==> src/rtl/shift_rows_pipe.sv <==
// AES ShiftRows / InvShiftRows stage with a 2-entry skid buffer.
// Define SHIFT_ROWS_PIPE_STATS_EN to add block_count and stall_count outputs.
module shift_rows_pipe #(
  parameter int TAG_WIDTH = 4
) (
  input  logic                 clock,
  input  logic                 reset,
  input  logic                 in_valid,
  output logic                 in_ready,
  input  logic [127:0]         in_data,
  input  logic                 in_inverse,
  input  logic [TAG_WIDTH-1:0] in_tag,
  output logic                 out_valid,
  input  logic                 out_ready,
  output logic [127:0]         out_data,
  output logic [TAG_WIDTH-1:0] out_tag
`ifdef SHIFT_ROWS_PIPE_STATS_EN
  ,
  output logic [31:0]          block_count,
  output logic [31:0]          stall_count
`endif
);

  typedef struct packed {
    logic [127:0]         data;
    logic [TAG_WIDTH-1:0] tag;
  } entry_t;

  // Byte r+4c sits at bits [127-8(r+4c) -: 8]; row r rotates by r.
  function automatic logic [127:0] shift_rows(
    input logic [127:0] s,
    input logic         inv
  );
    logic [127:0] o;
    logic [1:0]   src;
    o = '0;
    for (int c = 0; c < 4; c++) begin
      for (int r = 0; r < 4; r++) begin
        src = inv ? 2'(c - r) : 2'(c + r);
        o[127-8*(r+4*c) -: 8] = s[127-8*(r+4*int'(src)) -: 8];
      end
    end
    return o;
  endfunction

  entry_t p_q, p_d;
  entry_t s_q, s_d;
  logic   p_valid_q, p_valid_d;
  logic   s_valid_q, s_valid_d;

  logic   accept;
  logic   emit;
  logic   p_free;
  entry_t in_ent;

  assign in_ready  = !s_valid_q && !reset;
  assign out_valid = p_valid_q;
  assign out_data  = p_q.data;
  assign out_tag   = p_q.tag;

  assign accept = in_valid && in_ready;
  assign emit   = p_valid_q && out_ready;
  assign p_free = !p_valid_q || emit;

  always_comb begin
    in_ent.data = shift_rows(in_data, in_inverse);
    in_ent.tag  = in_tag;
  end

  always_comb begin
    p_d       = p_q;
    s_d       = s_q;
    p_valid_d = p_valid_q;
    s_valid_d = s_valid_q;
    if (p_free) begin
      if (s_valid_q) begin
        p_d       = s_q;
        p_valid_d = 1'b1;
        s_valid_d = accept;
        if (accept) begin
          s_d = in_ent;
        end
      end else if (accept) begin
        p_d       = in_ent;
        p_valid_d = 1'b1;
      end else begin
        p_valid_d = 1'b0;
      end
    end else if (accept) begin
      s_d       = in_ent;
      s_valid_d = 1'b1;
    end
  end

  always_ff @(posedge clock) begin
    if (reset) begin
      p_q       <= '0;
      s_q       <= '0;
      p_valid_q <= 1'b0;
      s_valid_q <= 1'b0;
    end else begin
      p_q       <= p_d;
      s_q       <= s_d;
      p_valid_q <= p_valid_d;
      s_valid_q <= s_valid_d;
    end
  end

`ifdef SHIFT_ROWS_PIPE_STATS_EN
  logic [31:0] block_count_q, block_count_d;
  logic [31:0] stall_count_q, stall_count_d;

  // Block count wraps; stall count saturates.
  always_comb begin
    block_count_d = block_count_q + 32'(emit);
    stall_count_d = stall_count_q;
    if (p_valid_q && !out_ready && stall_count_q != 32'hFFFF_FFFF) begin
      stall_count_d = stall_count_q + 32'd1;
    end
  end

  always_ff @(posedge clock) begin
    if (reset) begin
      block_count_q <= '0;
      stall_count_q <= '0;
    end else begin
      block_count_q <= block_count_d;
      stall_count_q <= stall_count_d;
    end
  end

  assign block_count = block_count_q;
  assign stall_count = stall_count_q;
`endif

endmodule

==> config.mk <==
export PLATFORM = sky130hd
export DESIGN_NAME = shift_rows_pipe
export DESIGN_NICKNAME = d
export VERILOG_FILES = /design/src/rtl/shift_rows_pipe.sv
export SDC_FILE = /design/constraint.sdc
export NUM_CORES = 1
export LEC_CHECK = 0
export CAP_MARGIN = 20
export CORE_MARGIN = 5
export CORE_UTILIZATION = 55
export DETAILED_ROUTE_END_ITERATION = 8
export GPL_ROUTABILITY_DRIVEN = 0
export PLACE_DENSITY = 0.86
export SLEW_MARGIN = 20
export SYNTH_ARGS = -nofsm -noshare
export SYNTH_HDL_FRONTEND = slang
export SYNTH_SLANG_ARGS = --single-unit
==> constraint.sdc <==
create_clock -name clock -period 3.65 [get_ports clock]
set_input_delay 0.5475 -clock clock [delete_from_list [all_inputs] [get_ports clock]]
set_output_delay 0.5475 -clock clock [all_outputs]
set_load 0.02 [all_outputs]
==> Word-level counts from Yosys, hierarchy flattened <==
Cells that the tools add are included.
{ "totals": {"ff_bits": 266, "latchBits": 0, "ram_bits": 0, "mem_bits_ro": 0, "in_bits": 137, "out_inout_bits": 134, "wordCells": 55, "mem_count": 0} }
{ "classes": {"n_addsub": 16, "mul": 0, "n_div": 0, "magnitude_cmp": 0, "n_eq_ne": 1, "shift": 8, "mux": 14, "bitwise_logic": 0, "reduce_logical": 10} }
{ "op_table": {"columns": ["op", "count"], "rows": [
  ["indexed part select 135 x 9 -> 8 bit", 6],
  ["2-to-1 mux 132 bit", 5],
  ["indexed part select 135 x 32 -> 8 bit", 2],
  ["subtractor 7 x 8 -> 9 bit (first input constant)", 7],
  ["subtractor 8 x 32 -> 32 bit (first input constant)", 1],
  ["adder 1 x 4 -> 5 bit (first input constant)", 4],
  ["adder 2 x 4 -> 5 bit (first input constant)", 4],
  ["2-to-1 mux 2 bit", 4],
  ["2-to-1 mux 1 bit", 5],
  ["nonzero test 2 bit", 2],
  ["logical AND 1 bit", 3],
  ["logical NOT 1 bit", 3],
  ["inequality test 2 bit (second input constant)", 1],
  ["AND reduction 2 bit", 1],
  ["logical OR 1 bit", 1]
]} }

==> Logic depth before layout (Yosys ltp) <==
Gate-level depths: netlist (run 1).
{ "logic_depth": {"word_depth": 7, "depth_mapped": 7, "mapped_depth_nobuf": 3} }

==> Least setup slack after synthesis (run 1) <==
OpenSTA, ideal clock, no wires.
{ "synth_path": {"path_kind": "input to output", "startpoint": "in reset", "endpoint": "out in_ready", "arrival_ns": 1.395, "path_slack_ns": 1.707, "cell_stages": 4, "path_buffers": 3, "path_cell_list": "buf_4 clkbuf_1 clkbuf_1 nor2_1"} }
{ "synth_via": {"elab_chain_cells": 2} }
{ "synth_lines": {"columns": ["element", "line_no", "source"], "rows": [
  ["start: declaration", "7", "input logic reset,"],
  ["logical NOT 1 bit", "56", "assign in_ready = !s_valid_q && !reset;"],
  ["logical AND 1 bit", "56", null],
  ["end: declaration", "9", "output logic in_ready,"]
]} }
No other way between the ends.

==> Worst setup path after layout (run 1) <==
{ "layout_path": {"startpoint": "reg s_valid_q", "endpoint": "reg p_q (netlist bit out_data[99])"} }
{ "layout_via": {"elab_chain_cells": 5} }
{ "layout_lines": {"columns": ["element", "line_no", "source"], "rows": [
  ["start: declaration", "49", "logic s_valid_q, s_valid_d;"],
  ["start signal: assignment", "105", "s_valid_q <= s_valid_d;"],
  ["logical NOT 1 bit", "56", null],
  ["logical AND 1 bit", "56", null],
  ["logical AND 1 bit", "61", "assign accept = in_valid && in_ready;"],
  ["nonzero test 2 bit (no source line)", null, null],
  ["AND reduction 2 bit (no source line)", null, null],
  ["end signal: assignment", "102", "p_q <= p_d;"],
  ["end: declaration", "46", "entry_t p_q, p_d;"]
]} }
Parallel ways exist; a longest one is shown, timed or not.
A chain may end at the register's enable or synchronous reset.

==> flow_results.org, run 1 <==
** CTS
- For this design, the CTS-stage hold fixing added 0 buffers.
- Clock-pin slew was measured on the worst setup and hold paths at 0.06 ns.
- In this run, CTS created clock tree buffers numbering 28.
- In this run the number of H-tree levels came out at 1.
- In this run the post-CTS setup repair buffer count came out at 0.
- Total clock sinks :: 266
- TritonCTS built the clock tree.
- Count of cells resized by post-cts repair :: 0
- Maximum number of buffers from clock root to sink :: 3
- The later pin in the worst-skew pair is clocked with a latency of 0.53 ns.
- The tree is rooted in a sky130_fd_sc_hd__clkbuf_16.

** Yosys
- Counting flops and latches in the post-synthesis netlist gives 266.
- In this run the cell area of the synthesized design comes to 12400 sq um.
- Portion of synthesized cell area occupied by the leading cell type :: 43.0%
- The number of different library cells used by synthesis comes to 28.
- Dividing the synthesized area by the synthesized cell count gives 9.13 sq um.
- Synth area leader :: sky130_fd_sc_hd__dfxtp_1
- Largest cells by area after synthesis :: sky130_fd_sc_hd__dfxtp_1, sky130_fd_sc_hd__mux2_2, sky130_fd_sc_hd__a211oi_1, sky130_fd_sc_hd__a21oi_1, sky130_fd_sc_hd__mux2i_1
- Net Count, Synth :: 1494
- For this run, the register share of the synthesized area comes to 43.0%.
- Yosys printed 0 warnings.
- Number of standard cells after synthesis :: 1357

** Critical path
- In this run the worst path has a maximum fanout of 81.
- For the worst flop-to-flop path, the logic depth is 4.
- The slowest stage of the critical path is the sky130_fd_sc_hd__buf_4 cell.
- Internal reg-to-reg setup slack :: 1.22 ns
- For the worst setup path, the data arrival time is 2.80 ns.
- The worst setup path is launched from a flop.
- Reg-to-reg endpoint :: out_data[99]
- Source of the worst register-to-register timing path :: s_valid_q
- Worst Path Buf+Inv :: 2
- In this design, the stage delay of the slowest critical-path cell is 0.69 ns.
- The signal on the critical path passes through inv_6 > buf_4 > mux2i_1 > o22ai_1.
- WS Path Type :: flop to flop
- STA classifies the critical path endpoint as a flop.
- STA puts the critical path data required time at 4.03 ns.
- Worst path top cell family by delay :: buffers and inverters

** Finish
- Footprint of the multi-input gates :: 6150 sq um
- Fill cells :: 1675
- The sequential cells in the finished layout cover a total of 5330 sq um.
- Area Growth Syn to Fin :: 28.7%
- Cells with a size suffix above 1 make up 16.3% of the layout.
- Final instance area :: 15900 sq um
- Final Core Density :: 71.1%
- Nets :: 1663

** Global route
- Via count of the first global-routing pass :: 11.1k
- First-pass GRT wire length :: 59900 microns
- Initial antenna violation count :: 2
- After global routing the overflow that remains totals 0.
- Entering global routing, the biggest net connects 133 pins.
- Across every metal layer, demand over resource in global routing totals 27.5%.

** Min path
- Worst hold path cell count :: 2
- The worst hold path belongs to the class primary input to flop.
- Sink of the worst hold path :: s_q[13]
- The startpoint identified for the worst hold timing path is reset.

** Power and ir drop
- The share of total power dissipated in sequential elements is 43.0%.
- Internal power comes to 5.40 mW.
- Of the total power, the share spent switching nets is 26.2%.
- In this run the power spent charging and discharging nets is 1.92 mW.
- Combinational share of power :: 17.0%
- Power spread over the standard cell area amounts to 460 nW/um^2.
- The analysis attributes to cell leakage a power of 5.77 nW.
- The clock network accounts for 40.0% of the total power.
- IR analysis of the VDD net gives a maximum drop of 257 uV.

** Place
- Post-Place Setup Slack :: 0.764 ns
- Number of buffers added on ports :: 270
- Sum of net half-perimeters after detailed placement :: 22600 microns
- In this run the cell area measured after placement is 15000 sq um.

** Floorplan
- Count of standard-cell rows :: 55
- Die W :: 160 microns
- The initial utilization of the core area, before any placement, comes to 55.2%.
- The total area inside the core boundary comes to 22400 sq um.
- In this run the vertical extent of the chip is 160 microns.
- I/O pins :: 271
- Die Outline Area :: 25600 sq um

** Status
- The run finished with clean final reports.

** Routing
- Detail-routed via count per cell :: 6.23
- For this run, the detailed router's first-pass iteration total came to 6.
- Summed over all layers, the routed wires come to 37500 microns.
- After detailed routing, the number of remaining DRC violations is 0.
- In this run the remaining antenna-violating nets after routing total 0.
- Detailed-route wire length per cell :: 20.4 microns
- Routed via count :: 11.4k
- Initial detailed-routing violation count :: 942

** STA
- Share of the clock period used by the worst path after layout :: 66.5%
- Clock period minus final worst setup slack :: 2.43 ns
- Setup TNS after final layout :: 0 ns
- The total count of hold-check failures in the final report came to 0.
- Headroom to the max-slew limit came out at 29.4%.
- Final worst setup slack :: 1.22 ns
- Setup violations remaining at the end of the flow were counted as 0.
- At the pin with the least slew margin, the transition time is 1.06 ns.
- Max Slew Vio Count :: 0
- Maximum achievable frequency :: 412 MHz
- On the final layout, the worst clock skew is 0.0106 ns.
- Setup repair after global routing missed its margin :: no

** Run
- Max-cap violations in this run came to 0.
## through the flow
step | std cells | total power, mW | hold WS (ns)
3_3_place_gp | 1781 | 4.41 | 0.442
5_1_grt | 1834 | 7.59 | 0.397
6_report | 1834 | 7.33 | 0.401
4_1_cts | 1833 | 7.35 | 0.371
2_1_floorplan | 1357 | 3.88 | 0.450
3_5_place_dp | 1781 | 4.44 | 0.447
## layer usage
layer	routed length (microns)	up-vias	global-route usage [%]	part of all wire, %
met4	969	0	7.78	2.6
li1	-	5261	-	-
met5	0	-	0	0
met3	3290	74	6.53	8.8
met2	17900	571	45.5	48
met1	15400	5513	35.9	41
## synth_stat cells
library cell               number
sky130_fd_sc_hd__nand3_1       68
sky130_fd_sc_hd__nor2b_1        9
sky130_fd_sc_hd__inv_1         69
sky130_fd_sc_hd__nor2_4         1
sky130_fd_sc_hd__a21o_1         9
sky130_fd_sc_hd__o22ai_1       64
sky130_fd_sc_hd__nand2b_1       2
sky130_fd_sc_hd__nor3_2        50
sky130_fd_sc_hd__clkinv_1       1
sky130_fd_sc_hd__a21oi_1      133
sky130_fd_sc_hd__nor3_1        63
sky130_fd_sc_hd__mux2i_1       64
sky130_fd_sc_hd__inv_2          1
sky130_fd_sc_hd__mux2_2       124
sky130_fd_sc_hd__dfxtp_1      266
sky130_fd_sc_hd__nor2_1         2
sky130_fd_sc_hd__o21ai_0       68
sky130_fd_sc_hd__buf_6          7
sky130_fd_sc_hd__buf_1          5
sky130_fd_sc_hd__nand2_1       64
sky130_fd_sc_hd__or4b_1         1
sky130_fd_sc_hd__a21oi_2        1
sky130_fd_sc_hd__a211oi_1     144
sky130_fd_sc_hd__o211ai_1       1
sky130_fd_sc_hd__buf_4          4
sky130_fd_sc_hd__nor4b_4        1
sky130_fd_sc_hd__buf_2         34
sky130_fd_sc_hd__clkbuf_1     101
## power by group through the flow
stage	clock network, mW	registers [mW]	logic, mW
2_1_floorplan	0	3.34	0.539
5_1_grt	3.11	3.16	1.32
4_1_cts	2.97	3.15	1.24
6_report	2.93	3.15	1.25
3_3_place_gp	0	3.21	1.21
3_5_place_dp	0	3.21	1.23
## cell type report
| class | instances | share of cell area, % |
|---|---|---|
| well taps | 285 | 2.24 |
| flip-flops and latches | 266 | 33.4 |
| diodes | 1 | 0.0157 |
| repair buffers | 290 | 18.0 |
| clock buffers | 45 | 5.49 |
| inverters | 71 | 1.72 |
| clock inverters | 7 | 0.534 |
| multi-input cells | 869 | 38.6 |
## flip-flops by register name (all words and copies together), names as in the netlist
name	flops
out_data	128
out_tag	4
out_valid	1
s_q	132
s_valid_q	1
## logic make-up (layout without fill, tap and decap cells)
| family | Yosys count | count (layout) | synth area share (%) |
|---|---|---|---|
| AOI/OAI and AO/OA | 420 | 420 | 20.7 |
| buffers and inverters | 222 | 413 | 7.61 |
| DFF | 266 | 266 | 43.0 |
| muxes | 188 | 188 | 16.4 |
| other | 0 | 1 | 0 |
| and+or+nand+nor | 261 | 261 | 12.2 |
## how the worst max path moves through the flow
| stage | slack (ns) | start | end | cells past startpoint |
|---|---|---|---|---|
| floorplan | 1.71 | reset | in_ready | 4 |
| global placement | 0.85 | out_ready | s_q[110] | 5 |
| global route | 1.12 | s_valid_q | out_data[99] | 4 |
| CTS | 1.21 | s_valid_q | out_data[99] | 4 |
| finish | 1.22 | s_valid_q | out_data[99] | 4 |
| detailed placement | 0.76 | out_ready | s_q[112] | 5 |
## cell usage in the layout (no fill, tap or decap), types with 2 or more instances in the layout
cell type / count
sky130_fd_sc_hd__nor3_1: 63
sky130_fd_sc_hd__buf_12: 2
sky130_fd_sc_hd__o21ai_0: 68
sky130_fd_sc_hd__clkbuf_16: 29
sky130_fd_sc_hd__a21oi_1: 133
sky130_fd_sc_hd__clkinv_2: 5
sky130_fd_sc_hd__a21o_1: 8
sky130_fd_sc_hd__clkdlybuf4s50_1: 267
sky130_fd_sc_hd__o22ai_1: 64
sky130_fd_sc_hd__nor2b_1: 8
sky130_fd_sc_hd__clkbuf_8: 9
sky130_fd_sc_hd__clkbuf_1: 7
sky130_fd_sc_hd__mux2i_1: 64
sky130_fd_sc_hd__mux2_2: 124
sky130_fd_sc_hd__nand2_1: 64
sky130_fd_sc_hd__nor2_1: 2
sky130_fd_sc_hd__buf_4: 18
sky130_fd_sc_hd__dfxtp_1: 265
sky130_fd_sc_hd__nand3_1: 68
sky130_fd_sc_hd__bufinv_16: 2
sky130_fd_sc_hd__inv_1: 68
sky130_fd_sc_hd__nor3_2: 50
sky130_fd_sc_hd__buf_6: 2
sky130_fd_sc_hd__a211oi_1: 144
Power figures use the tool's default switching activity.
==> run 2, diff against run 1 <==
--- a/config.mk
+++ b/config.mk
@@ -7,10 +7,10 @@
 export LEC_CHECK = 0
 export CAP_MARGIN = 20
 export CORE_MARGIN = 5
-export CORE_UTILIZATION = 55
+export CORE_UTILIZATION = 46
 export DETAILED_ROUTE_END_ITERATION = 8
 export GPL_ROUTABILITY_DRIVEN = 0
-export PLACE_DENSITY = 0.86
+export PLACE_DENSITY = 0.77
 export SLEW_MARGIN = 20
 export SYNTH_ARGS = -nofsm -noshare
 export SYNTH_HDL_FRONTEND = slang
==> constraint.sdc (replaced) <==
create_clock -name clock -period 2 [get_ports clock]
set_input_delay 0.3 -clock clock [delete_from_list [all_inputs] [get_ports clock]]
set_output_delay 0.3 -clock clock [all_outputs]
set_load 0.02 [all_outputs]
==> run 2 against run 1 <==
  * Via count is 1.8% lower
  * Design area grew 2.8%
  * Sequential power is 82% higher
  * Clock power rose by 82%
  * Combinational power increased by 88%
  * Utilization shrank 9.8 points
  * Non-clock buffer count up 26
  * Clock skew increased by 0.0063 ns
  * First-iteration DRC count rose by 26%
  * Critical path depth fell by 3
  * Highest routed layer unchanged
  * Flip-flop and latch count unchanged
  * Worst setup slack worse by 1.1 ns
==> flow_results.org, run 2 (synthesis gave the netlist of run 1 again) <==
** Status
- Outcome :: finished clean (unchanged)

** Routing
- Detailed Routing Iterations Pass 1 :: 5 (was 6)
- Residual DRC :: 0 (unchanged)
- The starting DRC count in detailed routing is 1189 (was 942).
- The post-detailed-route wirelength per cell is 19.5 microns (was 20.4 microns).
- The routed via count divided by cell count was 5.86 (was 6.23).
- The number of nets still failing antenna checks after routing was 0 (unchanged).
- The overall via count from detail_route was 11.2k (was 11.4k).
- Wire length after detailed routing :: 37200 microns (was 37500 microns)

** Critical path
- Source of the worst register-to-register timing path :: s_valid_q (unchanged)
- The family with the most delay on the worst path is buffers and inverters (unchanged).
- The classification of the worst setup path is flop to output port (was flop to flop).
- Type of origin of the critical path :: flop (unchanged)
- The critical path's largest stage delay was 0.63 ns (was 0.69 ns).
- Required time of the critical path :: 1.70 ns (was 4.03 ns)
- The reg-to-reg setup timing slack was 0.22 ns (was 1.22 ns).
- Endpoint type of the worst setup path :: output port (was flop)
- Cells along the critical path: clkdlybuf4s50_1 (was inv_6 > buf_4 > mux2i_1 > o22ai_1).
- Maximum fanout along the worst path :: 2 (was 81)
- The arrival time of the worst setup path came to 1.55 ns (was 2.80 ns).
- Reg-to-reg endpoint :: s_q[120] (was out_data[99])
- Worst Path Buf+Inv :: 1 (was 2)
- The standard cell with the maximum stage delay on the critical path is sky130_fd_sc_hd__clkdlybuf4s50_1 (was sky130_fd_sc_hd__buf_4).
- Worst r2r path cells :: 6 (was 4)

** Power and ir drop
- Share of power burned in the clock network :: 39.7% (was 40.0%)
- The net switching power figure came to 3.53 mW (was 1.92 mW).
- Overall power consumption :: 13.4 mW (was 7.33 mW)
- Internal cell power :: 9.87 mW (was 5.40 mW)
- P per Cell Area :: 818 nW/um^2 (was 460 nW/um^2)
- Combinational share of power :: 17.5% (was 17.0%)
- The fraction of power consumed by sequential logic is 42.8% (was 43.0%).
- The worst supply voltage drop on vdd was 522 uV (was 257 uV).
- The proportion of total power due to net switching came to 26.3% (was 26.2%).
- The leakage power figure is 5.97 nW (was 5.77 nW).

** Floorplan
- The floorplan core area came to 26700 sq um (was 22400 sq um).
- The count of standard-cell rows came to 60 (was 55).
- The die footprint is 30300 sq um (was 25600 sq um).
- The die outline width is 174 microns (was 160 microns).
- Die Height :: 174 microns (was 160 microns)
- The number of primary I/O pins is 271 (unchanged).
- Starting density of the core :: 46.4% (was 55.2%)

** STA
- Maximum achievable frequency :: 539 MHz
- The number of setup violations in the final report came to 0 (unchanged).
- Pin slew with the least headroom to its limit :: 0.871 ns (was 1.06 ns)
- For the finished layout, the period the worst path requires is 1.85 ns.
- Share of the clock period used by the worst path after layout :: 92.7%
- Remaining max-slew budget at the tightest pin :: 41.9% (was 29.4%)
- Setup TNS after final layout :: 0 ns (unchanged)
- Setup repair after global routing missed its margin :: no (unchanged)
- The count of pins over their slew limit came to 0 (unchanged).
- Number of failing hold endpoints at the final stage :: 0 (unchanged)
- Final clock skew :: 0.0169 ns (was 0.0106 ns)

** CTS
- The root buffer cell was sky130_fd_sc_hd__clkbuf_16 (unchanged).
- Clock transition at the register clock pins on the worst setup and hold paths after CTS :: 0.06 ns (about the same)
- The count of buffers added by post-CTS timing repair for setup was 0 (unchanged).
- The number of levels the H-tree was split into was 1 (unchanged).
- Maximum number of buffers from clock root to sink :: 3 (unchanged)
- The TritonCTS clock tree is done (unchanged).
- Clk_lat worst skew :: 0.54 ns (was 0.53 ns)
- The clock sink total was 266 (unchanged).
- CTS buffer count :: 29 (was 28)

** Place
- Cell area after placement :: 15500 sq um (was 15000 sq um)
- Placed cell count :: 1863 (was 1781)
- Sum of net half-perimeters after detailed placement :: 23700 microns (was 22600 microns)
- Number of buffers added on ports :: 270 (unchanged)

** Finish
- The number of nets in the final layout is 1690 (was 1663).
- The number of filler instances in the final layout came to 2273 (was 1675).
- The utilization after layout is 61.3% (was 71.1%).
- The area added between synthesis and finish came to 32.2% (was 28.7%).
- The share of post-route cells with drive strength above 1 is 17.5% (was 16.3%).
- The final instance area is 16400 sq um (was 15900 sq um).
- The register ranked first by flip-flop count was s_q (unchanged).
- Leading cell types in the layout, fill and taps excluded :: sky130_fd_sc_hd__clkdlybuf4s50_1, sky130_fd_sc_hd__dfxtp_1, sky130_fd_sc_hd__a211oi_1, sky130_fd_sc_hd__a21oi_1, sky130_fd_sc_hd__mux2_2 (unchanged)
- The number of flip-flops in the largest register came to 132 (unchanged).
- The number of diodes added for antenna fixing came to 0 (was 1).
- The post-layout instance count excluding filler cells came to 1913 (was 1834).

** Global route
- Grt peak-use layer :: met2 (unchanged)
- The number of antenna violations at the first check in global routing came to 0 (was 2).
- The combined global-route utilization of all metal layers came to 23.3% (was 27.5%).
- Met1 global-route usage :: 32.6% (was 35.9%)
- The largest net degree at the start of global routing was 146 (was 133).
- Via count of the first global-routing pass :: 10.9k (was 11.1k)
- The met2 usage was 37.4% (was 45.5%).
- Remaining Overflow, GRT :: 0 (unchanged)
- The met3 global-route usage came to 5.11% (was 6.53%).
- The global-route wire length before repair was 59500 microns (was 59900 microns).

** Run
- The max-cap check violation count is 0 (unchanged).

** Min path
- The startpoint of the lowest-slack hold path is reset (unchanged).
- Sink of the worst hold path :: out_valid (was s_q[13])
- Worst hold path cell count :: 2 (unchanged)
- Class of the tightest hold or removal check :: primary input to flop (unchanged)
-- run 2: layout make-up --
cell class	count	area, sq um	share of cell area (%)
clock inverters	8	118	0.718
clock buffers	42	815	4.97
multi-input cells	869	6150	37.5
flip-flops and latches	266	5330	32.5
repair buffers	316	3280	20.0
inverters	71	274	1.67
well taps	341	427	2.60
-- run 2: how the worst max path moves through the flow --
stage,cells after the start,to,slack [ns],from
final,1,out_data[111],0.15,out_data[111]
after detailed placement,7,s_q[120],-0.07,out_ready
after floorplan,7,s_q[10],0.37,s_valid_q
after global routing,1,out_data[111],0.09,out_data[111]
after CTS,2,in_ready,0.01,s_valid_q
after global placement,7,s_q[122],0.03,out_ready
-- run 2: layer usage --
layer	share of wire, %	vias up
li1	-	5334
met1	45	5403
met2	46	433
met3	7.5	48
met4	1.5	0
met5	0	-
-- run 2: power by group through the flow --
stage / Combinational [mW] / Sequential (mW) / Clock, mW
final: 2.35 / 5.74 / 5.32
after global routing: 2.50 / 5.77 / 5.63
after CTS: 2.35 / 5.74 / 5.39
after detailed placement: 2.33 / 5.85 / 0
after global placement: 2.31 / 5.85 / 0
after floorplan: 0.985 / 6.09 / 0
-- run 2: timing repair --
action,in CTS,in global routing
hold buffers,0,0
setup endpoints to repair,1,1
resized for setup,1,1
-- run 2: metrics by stage --
step                hold slack [ns]  setup slack (ns)
detailed placement            0.445           -0.0668
floorplan                     0.448             0.374
global route                 0.0150            0.0853
CTS                         0.00521            0.0104
finish                       0.0284             0.146
global placement              0.443            0.0267
